<file path="config.mk">
export PLATFORM = sky130hd
export DESIGN_NAME = inst_mem_arbiter
export DESIGN_NICKNAME = d
export VERILOG_FILES = /design/src/rtl/inst_mem_arbiter_pkg.sv /design/src/rtl/inst_mem_arbiter.sv
export SDC_FILE = /design/constraint.sdc
export NUM_CORES = 1
export LEC_CHECK = 0
export CAP_MARGIN = 10
export CORE_UTILIZATION = 44
export DETAILED_ROUTE_END_ITERATION = 10
export GPL_TIMING_DRIVEN = 0
export PLACE_DENSITY_LB_ADDON = 0.3
export SYNTH_ARGS = -nofsm -noshare
export SYNTH_HDL_FRONTEND = slang
export SYNTH_SLANG_ARGS = --single-unit
</file>
<file path="constraint.sdc">
create_clock -name clk -period 1.9 [get_ports clk]
set_input_delay 0.19 -clock clk [delete_from_list [all_inputs] [get_ports clk]]
set_output_delay 0.19 -clock clk [all_outputs]
set_load 0.1 [all_outputs]
</file>
<file path="src/rtl/inst_mem_arbiter_pkg.sv">
// rtl/inst_mem_arbiter_pkg.sv - shared encodings for the instruction memory arbiter
package inst_mem_arbiter_pkg;

  typedef enum logic [1:0] {
    ARB_IDLE = 2'd0,
    ARB_LO   = 2'd1,
    ARB_HI   = 2'd2,
    ARB_FIN  = 2'd3
  } arb_state_e;

  typedef enum logic {
    OWNER_IF  = 1'b0,
    OWNER_MEM = 1'b1
  } owner_e;

  localparam logic CHIP_ENABLE   = 1'b1;
  localparam logic CHIP_DISABLE  = 1'b0;
  localparam logic WRITE_ENABLE  = 1'b1;
  localparam logic WRITE_DISABLE = 1'b0;
  localparam logic RST_ENABLE    = 1'b1;

endpackage

</file>
<file path="src/rtl/inst_mem_arbiter.sv">
// rtl/inst_mem_arbiter.sv - shares a half-word instruction RAM between fetch and load/store
// Each word is two RAM beats (low half, then high half); MEM wins ties over IF.
module inst_mem_arbiter
  import inst_mem_arbiter_pkg::*;
#(
  parameter int ADDR_W = 16,
  parameter int HALF_W = 8
) (
  input  logic                  clk,
  input  logic                  rst,
  input  logic                  if_req,
  input  logic [ADDR_W-1:0]     if_addr,
  input  logic                  if_flush,
  output logic [2*HALF_W-1:0]   if_inst,
  output logic                  if_valid,
  input  logic                  mem_req,
  input  logic                  mem_we,
  input  logic [ADDR_W-1:0]     mem_addr,
  input  logic [2*HALF_W-1:0]   mem_wdata,
  output logic [2*HALF_W-1:0]   mem_rdata,
  output logic                  mem_done,
  output logic                  stall_req,
  output logic                  ram_ce,
  output logic                  ram_we,
  output logic [ADDR_W-1:0]     ram_addr,
  output logic [HALF_W-1:0]     ram_wdata,
  input  logic [HALF_W-1:0]     ram_rdata
);

  localparam int WORD_W = 2 * HALF_W;
  localparam int IDX_W  = ADDR_W - 1;

  arb_state_e          state_q, state_d;
  owner_e              owner_q, owner_d;
  logic [IDX_W-1:0]    idx_q, idx_d;
  logic                we_q, we_d;
  logic [WORD_W-1:0]   wdata_q, wdata_d;
  logic                flush_q, flush_d;
  logic [WORD_W-1:0]   asm_q, asm_d;
  logic [WORD_W-1:0]   if_inst_q, if_inst_d;
  logic                if_valid_q, if_valid_d;
  logic [WORD_W-1:0]   mem_rdata_q, mem_rdata_d;
  logic                mem_done_q, mem_done_d;

  logic [WORD_W-1:0]   word_fin;
  logic                fin_if;
  logic                fin_mem_rd;

  // The high half arrives during FIN, so the finished word bypasses the holding register that cycle.
  assign word_fin   = {ram_rdata, asm_q[HALF_W-1:0]};
  assign fin_if     = (state_q == ARB_FIN) && (owner_q == OWNER_IF) && !flush_q;
  assign fin_mem_rd = (state_q == ARB_FIN) && (owner_q == OWNER_MEM) && !we_q;

  always_comb begin
    state_d     = state_q;
    owner_d     = owner_q;
    idx_d       = idx_q;
    we_d        = we_q;
    wdata_d     = wdata_q;
    flush_d     = flush_q;
    asm_d       = asm_q;
    if_inst_d   = if_inst_q;
    if_valid_d  = 1'b0;
    mem_rdata_d = mem_rdata_q;
    mem_done_d  = 1'b0;
    ram_ce      = CHIP_DISABLE;
    ram_we      = WRITE_DISABLE;
    ram_addr    = '0;
    ram_wdata   = '0;

    case (state_q)
      ARB_IDLE: begin
        flush_d = 1'b0;
        if (mem_req) begin
          owner_d = OWNER_MEM;
          idx_d   = mem_addr[ADDR_W-1:1];
          we_d    = mem_we;
          wdata_d = mem_wdata;
          state_d = ARB_LO;
        end else if (if_req) begin
          owner_d = OWNER_IF;
          idx_d   = if_addr[ADDR_W-1:1];
          we_d    = WRITE_DISABLE;
          wdata_d = '0;
          state_d = ARB_LO;
        end
      end
      ARB_LO: begin
        ram_ce    = CHIP_ENABLE;
        ram_addr  = {idx_q, 1'b0};
        ram_we    = (owner_q == OWNER_MEM) && we_q;
        ram_wdata = wdata_q[HALF_W-1:0];
        flush_d   = flush_q | ((owner_q == OWNER_IF) && if_flush);
        state_d   = ARB_HI;
      end
      ARB_HI: begin
        ram_ce              = CHIP_ENABLE;
        ram_addr            = {idx_q, 1'b1};
        ram_we              = (owner_q == OWNER_MEM) && we_q;
        ram_wdata           = wdata_q[WORD_W-1:HALF_W];
        asm_d[HALF_W-1:0]   = ram_rdata;
        flush_d             = flush_q | ((owner_q == OWNER_IF) && if_flush);
        // Pulses are launched here so they are registered and line up with FIN.
        if (owner_q == OWNER_IF) begin
          if_valid_d = !(flush_q || if_flush);
        end else begin
          mem_done_d = 1'b1;
        end
        state_d = ARB_FIN;
      end
      ARB_FIN: begin
        asm_d[WORD_W-1:HALF_W] = ram_rdata;
        if (fin_if) begin
          if_inst_d = word_fin;
        end
        if (fin_mem_rd) begin
          mem_rdata_d = word_fin;
        end
        state_d = ARB_IDLE;
      end
      default: state_d = ARB_IDLE;
    endcase
  end

  always_ff @(posedge clk) begin
    if (rst == RST_ENABLE) begin
      state_q     <= ARB_IDLE;
      owner_q     <= OWNER_IF;
      idx_q       <= '0;
      we_q        <= WRITE_DISABLE;
      wdata_q     <= '0;
      flush_q     <= 1'b0;
      asm_q       <= '0;
      if_inst_q   <= '0;
      if_valid_q  <= 1'b0;
      mem_rdata_q <= '0;
      mem_done_q  <= 1'b0;
    end else begin
      state_q     <= state_d;
      owner_q     <= owner_d;
      idx_q       <= idx_d;
      we_q        <= we_d;
      wdata_q     <= wdata_d;
      flush_q     <= flush_d;
      asm_q       <= asm_d;
      if_inst_q   <= if_inst_d;
      if_valid_q  <= if_valid_d;
      mem_rdata_q <= mem_rdata_d;
      mem_done_q  <= mem_done_d;
    end
  end

  assign if_inst   = fin_if ? word_fin : if_inst_q;
  assign mem_rdata = fin_mem_rd ? word_fin : mem_rdata_q;
  assign if_valid  = if_valid_q;
  assign mem_done  = mem_done_q;
  assign stall_req = !rst && ((if_req && !if_valid_q) || (mem_req && !mem_done_q));

endmodule
</file>
# [After elaboration in Yosys (flattened, before gate mapping)]
# Cells that the tools add are included.
# Widths: inputs -> output; s select.
[word_totals] regBits=78 input_bits=62 rom_bits=0 ram_bits=0 latchBits=0 mem_count=0 output_inout_bits=61
[op_classes] n_bitwise=3 div=0 n_eq_ne=4 shift=0 addsub=0 n_lt_le_gt_ge=0 muxes=18 reduce_logical=24 mul=0
[ops] operator="$mux 16" count=4
[ops] operator="$pmux 16 s2" count=1
[ops] operator="$mux 15" count=2
[ops] operator="$pmux 8 s2" count=1
[ops] operator="$logic_and 1x1->1" count=9
[ops] operator="$pmux 2 s4" count=1
[ops] operator="$logic_not 1->1" count=6
[ops] operator="$mux 1" count=6
[ops] operator="$eq 2x2->1 const B" count=2
[ops] operator="$mux 2" count=2
[ops] operator="$reduce_bool 2->1" count=2
[ops] operator="$reduce_or 2->1" count=2
[ops] operator="$ne 3x3->1 const B" count=1
[ops] operator="$reduce_or 3->1" count=1
[ops] operator="$eq 2x1->1 const B" count=1
[ops] operator="$logic_not 2->1" count=1
[ops] operator="$logic_or 1x1->1" count=2
[ops] operator="$not 1->1" count=2
[ops] operator="$pmux 1 s2" count=1
[ops] operator="$reduce_and 2->1" count=1
[ops] operator="$or 1x1->1" count=1

# [Logic depth before layout (Yosys ltp)]
# Gate-level depths: netlist (run 1).
[logic_depth] word_depth=4 mapped_depth=7

# [Worst setup path after synthesis (run 1)]
# OpenSTA, ideal clock, no wires.
[synth_timing] kind="register to output" from="register state_q[0]" to="output ram_wdata[0]" t_arrival_ns=3.065 path_slack_ns=-1.355 stages_incl_launch_ff=6 n_path_buf=1 path_cell_list="dfxtp_1 inv_1 ha_1 clkbuf_1 a22oi_1 nor2b_1"
[synth_via] elab_chain_cells=2
[synth_rtl] element="start: declaration" line="inst_mem_arbiter.sv:33" rtl="arb_state_e state_q, state_d;"
[synth_rtl] element="start signal: assignment" line="inst_mem_arbiter.sv:139" rtl="state_q <= state_d;"
[synth_rtl] element="$eq 2x2->1 or $eq 2x1->1 (tied branches)" line="inst_mem_arbiter.sv:71" rtl="case (state_q)"
[synth_rtl] element="$pmux 8 s2 *" line="inst_mem_arbiter.sv:71"
[synth_rtl] element="end: declaration" line="inst_mem_arbiter.sv:26" rtl="output logic [HALF_W-1:0] ram_wdata,"
# Mark *: on every way between the ends. The rest lies on a longest branch, timed or not.

# [Worst setup path after layout (run 1)]
[layout_timing] from="register state_q[1]" to="output if_inst[2]"
[layout_via] elab_chain_cells=4
[layout_rtl] element="$eq 2x2->1" line="inst_mem_arbiter.sv:51" rtl="assign fin_if = (state_q == ARB_FIN) && (owner_q == OWNER_IF) && !flush_q;"
[layout_rtl] element="$logic_and 1x1->1 (2 in series)" line="inst_mem_arbiter.sv:51"
[layout_rtl] element="$mux 16"
[layout_rtl] element="end: declaration" line="inst_mem_arbiter.sv:14" rtl="output logic [2*HALF_W-1:0] if_inst,"
# No other way between the ends.

==> flow_metrics.py, run 1 <==
metrics = {
    "clock_tree": {
        "cts.reportedPaths.clkPinSlew_ns": 0.09,
        "number_of_h_tree_levels": 3,
        "clk_latency_ns": 0.36,
        "post_cts_hold_buffer_count": 0,
        "max-clock-path-buffers": 2,
        "cts_buffers": 9,
        "cts.root.buffer_cell": "sky130_fd_sc_hd__clkbuf_8",
        "cts.sink_count": 78,
        "cts_tree": "built",
    },
    "timing": {
        "post-route-period-util_pct": 111,
        "layout_min_cycle_time_ns": 2.11,
        "finalSetupViolCount": 54,
        "worst_slew_margin_rel_pct": 33.6,
        "finalClockSkew_ns": 0.0106,
        "unrepaired_setup_endpoints_after_global_routing": "true",
        "timing_worst_slew_pin_value_ns": 1.00,
        "postLayoutSetupSlackWorst_ns": -0.209,
        "finalMaxSlewViolations": 0,
        "timing.fmax_mhz": 474,
        "timing.final.hold_violations": 0,
    },
    "finish": {
        "antenna-diode-count": 0,
        "most_common_cell_after_layout_fill_and_taps_aside": "sky130_fd_sc_hd__dfxtp_1",
        "layout.cells.most_common_list": "sky130_fd_sc_hd__dfxtp_1, sky130_fd_sc_hd__buf_12, sky130_fd_sc_hd__clkdlybuf4s50_1, sky130_fd_sc_hd__mux2_4, sky130_fd_sc_hd__nor2_1",
        "final_nets": 568,
        "fin_cells": 604,
        "fraction_of_layout_instances_using_a_drive_strength_above_1_pct": 36.8,
        "area_delta_synth_final_pct": 81.5,
    },
    "critical_path": {
        "critPathCaptureType": "primary output",
        "worstPathArrival_ns": 1.92,
        "worst_r2r_endpoint": "asm_q[5]$_SDFFE_PP0N_",
        "cp_data_required_time_ns": 1.71,
        "r2r_cells": 6,
        "worst_setup_path_endpoint": "if_inst[2]",
        "reg2reg_from": "state_q[0]$_SDFFE_PP0P_",
        "path_class": "flop to primary output",
        "rrSetupSlack_ns": 0.10,
        "crit_path_start_kind": "flop",
        "crit_path_max_fanout": 8,
        "timing.critical_path.from": "state_q[1]$_SDFFE_PP0P_",
    },
    "grt": {
        "globalRouteOverflowTotal": 0,
        "first_global_vias": 2945,
        "grt_antenna_before_repair": 0,
        "maximum_number_of_pins_on_one_net_before_global_route_repair": 15,
        "grt_use_total_pct": 23.6,
        "wire_length_of_the_first_global_routing_pass_um": 14100,
    },
    "yosys": {
        "syn-num-nets": 413,
        "synth_top_family_by_area": "simple AND/OR/NAND/NOR gates",
        "postSynthCellCount": 345,
        "syn_area_per_cell_um2": 9.76,
        "post_synthesis_mux_area_share_pct": 17.8,
        "area_share_of_fa_ha_maj_cells_after_synthesis_pct": 2.23,
        "yosysWarnings": 0,
        "synth-simple-area-share_pct": 20.7,
        "compound_gate_fraction_of_synth_area_pct": 9.03,
        "synth_seq_cells": 78,
        "ys_types": 28,
        "synth_xor_area_share_pct": 0,
        "mappedNetlistArea_um2": 3370,
        "synth.yosys.seq_area_share_pct": 46.4,
    },
    "route": {
        "dr_total_vias": 3126,
        "avgViaCountPerCell": 5.18,
        "first_pass_iters": 6,
        "met3_length_um": 539,
        "routedLengthMet1_um": 4230,
        "topmost_layer_with_routed_signal_wires": "met4",
        "antenna_left": 0,
        "detail_route.wirelength_um": 10600,
        "detail_route.drc_violations": 0,
        "first_iter_violations": 112,
        "detailroute.wirelength.met2_um": 5600,
        "wl_per_cell_um": 17.5,
    },
    "power": {
        "peakVddDrop_v": 0.000827,
        "power_density_nw_per_um2": 1280,
        "total_leakage_power_uw": 0.00257,
        "design_power_total_uw": 7850,
    },
    "run": {
        "cap_viol_max_count": 0,
    },
    "run_status": {
        "failed_checks": "negative setup slack",
        "outcome": "finished, violations left",
    },
    "floorplan": {
        "rows": 31,
        "initial_utilization_pct": 45.9,
        "die_area_um2": 8010,
        "die_height_um": 89.5,
        "core_area_um2": 7330,
        "top_level_ports": 123,
        "die_x_um": 89.5,
    },
    "placed_design": {
        "place.gp.congestion": 0.796,
        "placed_cells_incl_taps": 563,
        "detailedPlacementHpwl_um": 6060,
        "port_buffers": 119,
    },
    "hold_path": {
        "holdCritPathClass": "input port to flop",
    },
}
[how the worst min path moves through the flow]
stage,cells past startpoint,startpoint,end
detailed placement,2,wdata_q[7]$_SDFFE_PP0P_,wdata_q[7]$_SDFFE_PP0P_
CTS,3,mem_req,idx_q[2]$_SDFFE_PP0P_
global route,3,mem_req,idx_q[2]$_SDFFE_PP0P_
finish,3,mem_req,idx_q[2]$_SDFFE_PP0P_
global placement,2,wdata_q[6]$_SDFFE_PP0P_,wdata_q[6]$_SDFFE_PP0P_
floorplan,1,if_flush,if_valid$_SDFF_PP0_
[worst max-delay path, stage by stage, from the launching register on]
cell	delay, ns
sky130_fd_sc_hd__dfxtp_4	0.39
sky130_fd_sc_hd__ha_4	0.15
sky130_fd_sc_hd__nor3b_4	0.21
sky130_fd_sc_hd__buf_12	0.16
sky130_fd_sc_hd__clkbuf_16	0.15
sky130_fd_sc_hd__mux2_4	0.33
sky130_fd_sc_hd__buf_12	0.17
[state kept, by name, summed over array words and instances, names as in the netlist]
name and cells:
we_q 1, mem_done 1, owner_q 1, flush_q 1, asm_q 8, if_valid 1, idx_q 15, wdata_q 16
state_q 2, mem_rdata_q 16, if_inst_q 16
[Yosys cell counts (all sizes together)]
| cell | count | area, um2 |
|---|---|---|
| dfxtp | 78 | 1560 |
| mux2 | 32 | 360 |
| nor2b | 30 | 188 |
| nor2 | 29 | 109 |
| mux2i | 24 | 240 |
| a21oi | 20 | 100 |
| nand2 | 19 | 71.3 |
| nand3 | 17 | 85.1 |
| a211oi | 16 | 120 |
| clkbuf | 16 | 60.1 |
| and2 | 15 | 93.8 |
| and2b | 10 | 75.1 |
| buf | 10 | 58.8 |
| a22oi | 8 | 60.1 |
| ha | 6 | 75.1 |
| inv | 3 | 11.3 |
| nand2b | 3 | 18.8 |
| o21a | 2 | 15.0 |
| and3 | 1 | 6.26 |
| nand3b | 1 | 11.3 |
| nor3 | 1 | 5.00 |
| nor3b | 1 | 18.8 |
| nor4 | 1 | 6.26 |
| o21ai | 1 | 8.76 |
| or3b | 1 | 8.76 |
[power by group]
part           internal (uW)  switching [uW]
combinational           1780            2430
clock                    879             653
sequential              1920             183
[per-layer routing]
layer | GRT usage [%] | vias up
met2 | 43.1 | 107
met1 | 27.0 | 1517
met5 | 0 | -
met4 | 7.22 | 0
li1 | - | 1480
met3 | 5.91 | 22
[final cells by class]
cell class	instances	area, um2
tap	99	124
multi-input combinational	238	1970
fill	372	1220
buffer	22	135
clock inverter	7	121
sequential	78	1570
clock buffer	9	124
inverter	3	18.8
timing repair buffer	148	2050
[timing repair]
item                                    4_1_cts  5_1_grt
cloned                                        1        2
gates resized for setup                     500       76
setup buffers                                12       17
pin swaps                                     0       12
endpoints found under the setup margin       62       56
[per-stage QoR]
stage	setup TNS, ns	utilization, %	hold slack, ns	setup slack [ns]	cell area, um2
global placement	-46.38	66.5	0.440	-1.05	4880
global route	-8.04	83.4	0.343	-0.249	6110
detailed placement	-47.56	66.5	0.446	-1.09	4880
finish	-6.16	83.4	0.309	-0.209	6110
floorplan	0	-	0.267	0.00943	3560
CTS	-5.78	78.1	0.299	-0.228	5720
[cell families (layout without fill, tap and decap cells)]
kind of cell | Yosys count | in the layout
AOI/OAI and AO/OA | 47 | 47
buffers and inverters | 29 | 189
and+or+nand+nor | 129 | 129
DFF | 78 | 78
muxes | 56 | 56
adders and majority gates | 6 | 6
(Power assumes the default switching activity.)
==> inputs of run 2 (changes only) <==
--- a/config.mk
+++ b/config.mk
@@ -5,8 +5,9 @@
 export SDC_FILE = /design/constraint.sdc
 export NUM_CORES = 1
 export LEC_CHECK = 0
+export ABC_AREA = 1
 export CAP_MARGIN = 10
-export CORE_UTILIZATION = 44
+export CORE_UTILIZATION = 46
 export DETAILED_ROUTE_END_ITERATION = 10
 export GPL_TIMING_DRIVEN = 0
 export PLACE_DENSITY_LB_ADDON = 0.3
==> flow_metrics.py, run 2 <==
metrics = {
    "run": {
        "cap_viol_max_count": 0,
    },
    "finish": {
        "final_nets": 807,
        "area_delta_synth_final_pct": 77.7,
        "reg.largest.list": "if_inst_q (16), mem_rdata_q (16), wdata_q (16)",
        "layout.cells.most_common_list": "sky130_fd_sc_hd__nand2_1, sky130_fd_sc_hd__dfxtp_1, sky130_fd_sc_hd__inv_1, sky130_fd_sc_hd__nor2_1, sky130_fd_sc_hd__clkdlybuf4s50_1",
        "fraction_of_layout_instances_using_a_drive_strength_above_1_pct": 31.5,
        "fin_cells": 845,
        "antenna-diode-count": 0,
        "num-fill-cells": 394,
        "most_common_cell_after_layout_fill_and_taps_aside": "sky130_fd_sc_hd__nand2_1",
    },
    "yosys": {
        "synth_async_sr_flop_share_pct": 0,
        "mappedNetlistArea_um2": 3710,
        "synth.yosys.seq_area_share_pct": 42.1,
        "area_share_of_the_largest_cell_type_after_synthesis_pct": 42.1,
        "synth_largest_area_cell": "sky130_fd_sc_hd__dfxtp_1",
        "synth_seq_cells": 78,
        "syn_area_per_cell_um2": 6.34,
        "post_synth_edffs": 0,
        "yosysWarnings": 0,
        "netlist_top_cells_area": "sky130_fd_sc_hd__dfxtp_1, sky130_fd_sc_hd__nand2_1, sky130_fd_sc_hd__inv_1, sky130_fd_sc_hd__nor2_1, sky130_fd_sc_hd__a21oi_1",
        "yosysMostFrequentCell": "sky130_fd_sc_hd__nand2_1",
        "synth_commonest_cells": "sky130_fd_sc_hd__nand2_1, sky130_fd_sc_hd__inv_1, sky130_fd_sc_hd__nor2_1",
        "syn-num-nets": 654,
        "postSynthCellCount": 586,
        "ys.flop_type": "sky130_fd_sc_hd__dfxtp_1",
        "ys_types": 25,
    },
    "critical_path": {
        "worstPathArrival_ns": 1.83,
        "path_class": "flop to primary output",
        "crit_path_max_fanout": 5,
        "crit_path_start_kind": "flop",
        "cp_data_required_time_ns": 1.71,
        "critPathCaptureType": "primary output",
    },
    "timing": {
        "timing.final.hold_violations": 0,
        "postLayoutSetupSlackWorst_ns": -0.123,
        "timing.fmax_mhz": 494,
        "post-route-period-util_pct": 106,
        "worst_slew_margin_rel_pct": 33.8,
        "layout_min_cycle_time_ns": 2.02,
        "timing.setup.tns_ns": -1.73,
        "finalClockSkew_ns": 0.00749,
        "timing_worst_slew_pin_value_ns": 0.997,
        "finalSetupViolCount": 31,
        "unrepaired_setup_endpoints_after_global_routing": "true",
        "finalMaxSlewViolations": 0,
    },
    "placed_design": {
        "placed_cells_incl_taps": 806,
        "detailedPlacementHpwl_um": 7480,
        "place.gp.congestion": 0.872,
        "port_buffers": 118,
    },
    "floorplan": {
        "rows": 32,
        "initial_utilization_pct": 47.8,
        "core_area_um2": 7770,
        "top_level_ports": 123,
        "die_height_um": 91.8,
        "die_area_um2": 8430,
        "die_x_um": 91.8,
    },
    "grt": {
        "grt_use_total_pct": 27.1,
        "globalRouteOverflowTotal": 0,
        "first_global_vias": 3964,
        "grt_antenna_before_repair": 0,
        "maximum_number_of_pins_on_one_net_before_global_route_repair": 14,
        "wire_length_of_the_first_global_routing_pass_um": 18000,
    },
    "route": {
        "detail_route.drc_violations": 0,
        "wl_per_cell_um": 16.1,
        "dr_total_vias": 4331,
        "detail_route.wirelength_um": 13600,
        "antenna_left": 0,
        "avgViaCountPerCell": 5.13,
        "first_pass_iters": 5,
        "first_iter_violations": 241,
    },
    "power": {
        "total_leakage_power_uw": 0.00304,
        "design_power_total_uw": 9220,
        "peakVddDrop_v": 0.000925,
        "power_density_nw_per_um2": 1400,
    },
    "clock_tree": {
        "cts.root.buffer_cell": "sky130_fd_sc_hd__clkbuf_8",
        "max-clock-path-buffers": 2,
        "cts.sink_count": 78,
        "clk_latency_ns": 0.36,
        "post_cts_hold_buffer_count": 0,
        "number_of_h_tree_levels": 3,
        "cts.reportedPaths.clkPinSlew_ns": 0.08,
        "cts_tree": "built",
        "cts_buffers": 9,
    },
    "hold_path": {
        "holdCritPathClass": "input port to flop",
    },
    "run_status": {
        "failed_checks": "negative setup slack",
        "outcome": "finished, violations left",
    },
}
[run 2: cell count changes after synthesis, sizes merged, moves of 11 or more]
| cell | previous run | this run |
|---|---|---|
| a21oi | 20 | 35 |
| a211oi | 16 | 0 |
| clkbuf | 16 | 5 |
| mux2i | 24 | 0 |
| mux2 | 32 | 0 |
| nor2b | 30 | 0 |
| and2 | 15 | 0 |
| nand2 | 19 | 212 |
| inv | 3 | 102 |
| nor2 | 29 | 87 |
| buf | 10 | 23 |
[run 2: final timing paths]
check	slack, ns	endpoint	cells after the start	start
worst max-delay path	-0.12	ram_addr[14]	7	state_q[1]$_SDFFE_PP0P_
worst min-delay path	0.15	wdata_q[0]$_SDFFE_PP0P_	2	rst
worst max register to register	0.38	wdata_q[9]$_SDFFE_PP0P_	7	state_q[1]$_SDFFE_PP0P_
worst min register to register	0.46	wdata_q[4]$_SDFFE_PP0P_	2	wdata_q[4]$_SDFFE_PP0P_
[run 2: cell type report]
class | count | area, um2 | area share [%]
inverters | 105 | 429 | 6.50
clock inverters | 6 | 62.6 | 0.948
flip-flops and latches | 78 | 1570 | 23.8
clock buffers | 9 | 124 | 1.88
well taps | 102 | 128 | 1.93
repair buffers | 143 | 1960 | 29.7
multi-input cells | 375 | 2090 | 31.7
plain buffers | 27 | 238 | 3.60
[run 2: cell families after synthesis]
logic type / after synthesis / share of synthesized area (%)
adder cells (fa/ha/maj): 6 / 2.02
flip-flops: 78 / 42.1
buffers and inverters: 133 / 15.2
AND/OR/NAND/NOR: 322 / 34.3
AO/OA/AOI/OAI: 47 / 6.47
[run 2: per-stage QoR]
step	utilization (%)	area, um2	hold WS [ns]	setup slack, ns
global placement	68.5	5320	0.449	-0.708
finish	84.9	6600	0.154	-0.123
CTS	75.8	5880	0.120	-0.113
detailed placement	68.5	5320	0.452	-0.750
floorplan	-	4010	0.267	-0.200
global route	84.9	6600	0.155	-0.164
[run 2: timing repair]
action / CTS / global route
gates cloned: 1 / 2
endpoints found under the setup margin: 61 / 58
setup buffers: 6 / 16
gates resized for setup: 457 / 181
pin swaps: 3 / 21
[run 2: critical path, stage by stage, from the launching register on]
cell	delay, ns
sky130_fd_sc_hd__dfxtp_4	0.39
sky130_fd_sc_hd__inv_4	0.06
sky130_fd_sc_hd__ha_4	0.35
sky130_fd_sc_hd__o21ai_4	0.09
sky130_fd_sc_hd__buf_12	0.14
sky130_fd_sc_hd__buf_16	0.14
sky130_fd_sc_hd__nor2_4	0.10
sky130_fd_sc_hd__buf_12	0.18
[run 2: power breakdown]
| group | switching, uW | internal (uW) | total, uW |
|---|---|---|---|
| registers | 166 | 1960 | 2120 |
| clock network | 644 | 598 | 1240 |
| logic | 3810 | 2040 | 5850 |
[run 2: routing by layer]
layer  wire, um  GRT usage (%)
met4        646           13.0
met5          0              0
met1       5100           30.8
met2       7060           49.1
met3        772           4.48
